**src/rtl/lr_stack.sv**
```systemverilog
// Return-address stack for the XM23 link mechanism: BL pushes PC+2, link-back pops to a registered redirect.
// Define LR_STACK_OVERWRITE_EN to make a push while full overwrite the oldest entry instead of being dropped.
module lr_stack #(
    parameter int unsigned DEPTH = 4,
    parameter int unsigned PC_W  = 16
) (
    input  logic                     clk_i,
    input  logic                     rst_i,
    input  logic                     stall_i,
    input  logic                     call_i,
    input  logic [PC_W-1:0]          pc_i,
    input  logic                     link_back_i,
    output logic [PC_W-1:0]          lr_o,
    output logic                     ret_valid_o,
    output logic [PC_W-1:0]          ret_addr_o,
    output logic [$clog2(DEPTH):0]   depth_o,
    output logic                     overflow_o,
    output logic                     underflow_o
);

    localparam int unsigned AW = $clog2(DEPTH);
    localparam int unsigned CW = AW + 1;

    logic [PC_W-1:0] mem_q [DEPTH];
    logic [AW-1:0]   wp_q, wp_d;
    logic [CW-1:0]   cnt_q, cnt_d;
    logic            ret_valid_q, ret_valid_d;
    logic [PC_W-1:0] ret_addr_q, ret_addr_d;
    logic            ovf_q, ovf_d;
    logic            udf_q, udf_d;

    logic            mem_we;
    logic [AW-1:0]   mem_waddr;
    logic [AW-1:0]   top_idx;
    logic [PC_W-1:0] push_data;
    logic            empty, full;

    assign top_idx   = wp_q - AW'(1);
    assign push_data = pc_i + PC_W'(2);
    assign empty     = (cnt_q == '0);
    assign full      = (cnt_q == CW'(DEPTH));

    always_comb begin
        wp_d        = wp_q;
        cnt_d       = cnt_q;
        ret_valid_d = 1'b0;
        ret_addr_d  = ret_addr_q;
        ovf_d       = ovf_q;
        udf_d       = udf_q;
        mem_we      = 1'b0;
        mem_waddr   = wp_q;

        if (!stall_i) begin
            if (call_i && link_back_i) begin
                if (!empty) begin
                    // Return then call: hand out the old top and replace it in place.
                    ret_valid_d = 1'b1;
                    ret_addr_d  = mem_q[top_idx];
                    mem_we      = 1'b1;
                    mem_waddr   = top_idx;
                end else begin
                    udf_d  = 1'b1;
                    mem_we = 1'b1;
                    wp_d   = wp_q + AW'(1);
                    cnt_d  = cnt_q + CW'(1);
                end
            end else if (call_i) begin
                if (full) begin
                    ovf_d = 1'b1;
`ifdef LR_STACK_OVERWRITE_EN
                    mem_we = 1'b1;
                    wp_d   = wp_q + AW'(1);
`else
                    mem_we = 1'b0;
`endif
                end else begin
                    mem_we = 1'b1;
                    wp_d   = wp_q + AW'(1);
                    cnt_d  = cnt_q + CW'(1);
                end
            end else if (link_back_i) begin
                if (empty) begin
                    udf_d = 1'b1;
                end else begin
                    ret_valid_d = 1'b1;
                    ret_addr_d  = mem_q[top_idx];
                    wp_d        = top_idx;
                    cnt_d       = cnt_q - CW'(1);
                end
            end
        end
    end

    always_ff @(posedge clk_i or posedge rst_i) begin
        if (rst_i) begin
            for (int unsigned i = 0; i < DEPTH; i++) begin
                mem_q[i] <= '0;
            end
            wp_q        <= '0;
            cnt_q       <= '0;
            ret_valid_q <= 1'b0;
            ret_addr_q  <= '0;
            ovf_q       <= 1'b0;
            udf_q       <= 1'b0;
        end else begin
            if (mem_we) begin
                mem_q[mem_waddr] <= push_data;
            end
            wp_q        <= wp_d;
            cnt_q       <= cnt_d;
            ret_valid_q <= ret_valid_d;
            ret_addr_q  <= ret_addr_d;
            ovf_q       <= ovf_d;
            udf_q       <= udf_d;
        end
    end

    assign lr_o        = empty ? '0 : mem_q[top_idx];
    assign ret_valid_o = ret_valid_q;
    assign ret_addr_o  = ret_addr_q;
    assign depth_o     = cnt_q;
    assign overflow_o  = ovf_q;
    assign underflow_o = udf_q;

endmodule

```
**config.mk**
```make
export PLATFORM = sky130hd
export DESIGN_NAME = lr_stack
export DESIGN_NICKNAME = d
export VERILOG_FILES = /design/src/rtl/lr_stack.sv
export SDC_FILE = /design/constraint.sdc
export NUM_CORES = 1
export LEC_CHECK = 0
export CORE_ASPECT_RATIO = 1.2
export CORE_MARGIN = 2
export CORE_UTILIZATION = 59
export CTS_BUF_LIST = sky130_fd_sc_hd__clkbuf_16
export CTS_CLUSTER_DIAMETER = 40
export CTS_CLUSTER_SIZE = 30
export DETAILED_ROUTE_END_ITERATION = 8
export PLACE_DENSITY_LB_ADDON = 0.08
export SLEW_MARGIN = 40
export SYNTH_ARGS = -nofsm -noshare
export SYNTH_HDL_FRONTEND = slang
export SYNTH_SLANG_ARGS = --single-unit
```
**constraint.sdc**
```tcl
create_clock -name clk_i -period 6 [get_ports clk_i]
set_input_delay 1.2 -clock clk_i [delete_from_list [all_inputs] [get_ports clk_i]]
set_output_delay 1.2 -clock clk_i [all_outputs]
set_load 0.05 [all_outputs]
```
### Word-level counts from Yosys, hierarchy flattened

Cells that the tools add are included.

| word-level totals | value |
|---|---|
| register bits | 88 |
| bits of input ports | 21 |
| output and inout port bits | 38 |
| logic and storage cells | 74 |

| cells by class | value |
|---|---|
| add/subtract/negate cells | 5 |
| order comparisons | 3 |
| equal/unequal tests | 5 |
| mux-type cells | 38 |
| bitwise logic cells | 4 |
| reduce and logical (&&, ||, !) cells | 9 |

Operators with widths:

| kind | number |
|---|---|
| 2-to-1 mux 16 bit | 8 |
| bitwise mux 64 bit | 1 |
| binary-select mux 16 bit (select 2 bit) | 1 |
| demux 16 bit (select 2 bit) | 1 |
| 2-to-1 mux 3 bit | 6 |
| adder 16 x 2 -> 16 bit (second input constant) | 1 |
| 2-to-1 mux 2 bit | 8 |
| 2-to-1 mux 1 bit | 13 |
| AND reduction 4 bit | 2 |
| >= comparator 3 bit (second input constant) | 2 |
| != test 3 x 2 -> 1 bit (second input constant) | 2 |
| inverter 2 -> 3 bit | 2 |
| AND reduction 5 bit | 1 |
| adder 3 x 1 -> 3 bit (second input constant) | 1 |
| == test 3 bit (second input constant) | 1 |
| zero test 3 bit | 1 |
| less-than comparator 3 x 1 -> 1 bit (second input constant) | 1 |
| AND reduction 3 bit | 1 |
| nonzero test 3 bit | 1 |
| subtractor 3 x 1 -> 3 bit (second input constant) | 1 |
| adder 2 x 1 -> 2 bit (second input constant) | 1 |
| logical AND 1 bit | 2 |
| != test 2 x 1 -> 1 bit (second input constant) | 1 |
| != test 2 bit (second input constant) | 1 |
| 3 further kinds | 4 |

### Longest topological paths before layout

| logic depth | value |
|---|---|
| word-level depth | 10 |
| mapped depth | 8 |
| gate-level depth less buffers | 7 |

### Worst setup path before layout

No wires, ideal clock.

| timing path | value |
|---|---|
| path type | register -> output |
| start point | reg cnt_q[0], in the netlist depth_o[0] |
| end point | out lr_o[10] |
| data arrival time | 1.908 ns |
| required time | 4.800 ns |
| setup slack | 2.892 ns |
| cell stages (with the launch flop) | 6 |
| buffers on the path | 1 |
| path through | dfrtp_1 inv_1 ha_1 nand2b_1 clkbuf_1 and2_1 |

| between the ends | value |
|---|---|
| cells in the longest elaborated chain, start to end | 2 |

Ends and longest elaborated chain:

| what | RTL line | text |
|---|---|---|
| start: declaration | 26 | `logic [CW-1:0] cnt_q, cnt_d;` |
| start signal: assignment | 110 | `cnt_q <= cnt_d;` |
| zero test 3 bit | 40 | `assign empty = (cnt_q == '0);` |
| 2-to-1 mux 16 bit | 118 | `assign lr_o = empty ? '0 : mem_q[top_idx];` |
| end: declaration | 13 | `output logic [PC_W-1:0] lr_o,` |

Every way passes these cells.

### Final worst setup path

| timing path | value |
|---|---|
| start point | reg cnt_q[0], in the netlist depth_o[0] |
| end point | out lr_o[14] |

Same word-level chain as after synthesis.

==> results by group <==
Clocking
  – Max clock buf depth: 2
  – Post-CTS Setup Bufs: 0
  – Total CTS buffers: 9
  – Clk root buf: clkbuf_16
  – CTS hold repair buffers: 0
  – CTS H-tree depth: 3
  – Post-cts resize count: 0
  – CTS tree: built
  – Clk Latency, worst-skew pair: 0.33 ns
  – Clock Pin Slew Worst Setup and Hold Paths: 0.06 ns
  – CTS sink count: 88

Routing
  – ANT nets after route: 0
  – DRC: 0
  – Routed vias: 2842
  – DR iter-0 viols: 187
  – Via/cell ratio: 5.63
  – Final wirelength: 8700 µm
  – Drt pass-1 iters: 4
  – Routed length per placed instance: 17.2 µm

Critical path
  – Reg-to-reg endpoint: mem_q[32]$_DFFE_PP0P_
  – Crit path largest cell delay: 0.83 ns
  – R2r worst-path depth: 7
  – CP Cell Sequence: inv_1 -> ha_1 -> nand2b_1 -> and2_1 -> clkdlybuf4s50_1
  – Reg2Reg Setup Slack: 3.20 ns
  – Worst flop-to-flop path startpoint: depth_o[0]$_DFFE_PP0P_
  – Worst Path Max Fanout: 18
  – Crit path required time: 4.80 ns
  – Crit-path slowest cell: clkdlybuf4s50_1
  – Worst Setup End Kind: output pin
  – Crit start category: flip-flop
  – Setup CP Type: reg2out
  – Data arrival time of the worst path: 2.68 ns

STA
  – Final count of negative-setup-slack endpoints: 0
  – Fin crit share: 64.6%
  – Final hold violation count: 0
  – Slew headroom: 51.6%
  – Slew Viols, Final: 0
  – Highest clock rate: 0.258 GHz
  – Tmin final: 3.88 ns
  – Hold_ws: 0.475 ns
  – Worst Tran Pin Value: 0.725 ns
  – RSZ-0062 raised after global routing: false
  – Setup Skew: 0.00713 ns
  – Setup TNS: 0 ns

Placed design
  – IO buf count: 58
  – DP Cell Count: 489
  – Post-detail-place hpwl: 5770 µm
  – GPL Wtd Cong: 0.800

Floorplanning
  – Initial Utilization: 60.6%
  – Die W: 80.4 µm
  – Row cnt: 33
  – IO Count: 59
  – Die area: 0.00769 mm²
  – Chip height: 95.6 µm
  – Core area: 0.00681 mm²

Global routing
  – Global-route wire length before repair: 14300 µm
  – Tot GR Track Use: 25.1%
  – Largest net degree at the start of global routing: 71
  – Antenna violations before repair: 0
  – GR Overflow Total: 0
  – Vias in the first global route: 2887

Yosys
  – Synthesized flop and latch total: 88
  – Top-count cell post-synth: dfrtp_1
  – Synth top area share: 53.3%
  – Main synth FF type: dfrtp_1
  – Post-synthesis async set-or-reset flop share: 100%
  – Post-Syn Area: 0.00413 mm²
  – Syn. warnings: 0
  – Synth Net Count: 380
  – EDFF count, synth: 0
  – Synth area leaders: dfrtp_1 53%, mux4_2 8.7%, mux2_2 6.8%
  – Synthesized-area fraction occupied by adder cells: 1.21%
  – Synth Area in Compound Gates: 8.39%
  – Register area share after synthesis: 53.3%
  – Simple-gate area share of the yosys netlist: 12.9%
  – Mux contribution to synthesized area: 16.6%
  – Synth Instances: 355
  – Synth top cells by count: 88 x dfrtp_1, 36 x nand2_1, 30 x nor2_1, 29 x a21oi_1, 29 x o21ai_0
  – Synth cell types: 34
  – Post-Synth XOR/XNOR Area: 4.24%
  – Largest family of logic cells by synthesized area: multiplexers
  – Syn avg cell area: 11.6 µm²
  – Synth area leader: dfrtp_1

Hold path
  – Min-Delay Path Depth: 2
  – Hold EP: mem_q[26]$_DFFE_PP0P_
  – HP Start: mem_q[26]$_DFFE_PP0P_
  – Worst hold path type: reg2reg

Run status
  – Status: finished clean

Layout
  – Multi-input combinational cell area: 0.00179 mm²
  – N_diodes: 0
  – FF/Latch Area: 0.00220 mm²
  – Fill cell count: 501
  – Ratio of cells with drive above 1 in the final layout: 17.5%
  – # nets final: 438
  – Area growth syn-to-layout: 22.8%
  – Final Non-Filler Cells: 505

Flow run
  – Max cap viols: 0
registers in the layout (all words and copies together), names as in the netlist:
signal       cells
ret_valid_o      1
overflow_o       1
wp_q             2
mem_q           64
underflow_o      1
ret_addr_o      16
depth_o          3
stage by stage:
stage	util [%]	area (µm²)	setup slack (ns)
floorplan	-	4130	2.52
detailed placement	70.1	4780	2.25
CTS	74.4	5070	2.08
global placement	70.0	4770	2.25
global route	74.4	5070	1.93
finish	74.4	5070	2.12
worst max-delay path, delay by kind of cell, from the launching register on:
kind / cells / cell delay, ns
adder cells (fa/ha/maj): 1 / 0.28
buffers and inverters: 2 / 0.92
flip-flops: 1 / 0.36
AND/OR/NAND/NOR: 2 / 0.78
kinds of logic (layout without fill, tap and decap cells):
kind of cell / count (synthesis) / after routing
mux: 45 / 45
simple gates: 107 / 107
fa+ha+maj: 4 / 4
xor+xnor: 20 / 20
buf+inv: 27 / 90
flops: 88 / 88
compound gates: 64 / 64
metal layers:
layer | global-route usage, % | part of all wire, %
met1 | 34.6 | 45
met2 | 39.9 | 51
met3 | 5.30 | 3.4
met4 | 8.62 | 1.2
met5 | 0 | 0
worst max-delay path by stage:
| stage | depth (start not counted) | from | to | slack (ns) |
|---|---|---|---|---|
| 6_report | 5 | depth_o[0]$_DFFE_PP0P_ | lr_o[14] | 2.12 |
| 5_1_grt | 5 | depth_o[0]$_DFFE_PP0P_ | lr_o[14] | 1.93 |
| 4_1_cts | 5 | depth_o[0]$_DFFE_PP0P_ | lr_o[14] | 2.08 |
| 3_5_place_dp | 6 | link_back_i | mem_q[32]$_DFFE_PP0P_ | 2.25 |
| 3_3_place_gp | 3 | wp_q[1]$_DFFE_PP0P_ | lr_o[10] | 2.25 |
| 2_1_floorplan | 1 | rst_i | depth_o[0]$_DFFE_PP0P_ | 2.52 |
cell type report:
cell class | instances | area share [%]
inverters | 8 | 0.617
clock inverters | 7 | 1.28
clock buffers | 9 | 4.44
flip-flops and latches | 88 | 43.5
repair buffers | 66 | 12.7
well taps | 87 | 2.15
multi-input cells | 240 | 35.3
layout by cell type, fill, tap and decap left out, drive strengths merged:
| master | instances |
|---|---|
| inv | 9 |
| xor2 | 11 |
| xnor2 | 9 |
| clkdlybuf4s50 | 58 |
| mux4 | 16 |
| ha | 4 |
| o21bai | 1 |
| nand2 | 36 |
| nand3 | 11 |
| nor2 | 30 |
| o21ai | 29 |
| o31a | 1 |
| o211ai | 2 |
| nor2b | 1 |
| mux2 | 27 |
| nand4 | 1 |
| a21oi | 29 |
| bufinv | 1 |
| nand2b | 6 |
| clkinv | 2 |
| nand3b | 1 |
| nor4 | 2 |
| buf | 8 |
| clkinvlp | 3 |
| o31ai | 1 |
| clkbuf | 9 |
| dfrtp | 88 |
| nor4b | 1 |
| a21o | 1 |
| and3b | 1 |
| and2 | 16 |
| mux2i | 2 |
| nor3 | 1 |
Power is left out: the tool's default activity adds up to more than one toggle a clock period on the data nets, which glitch-free logic cannot reach.
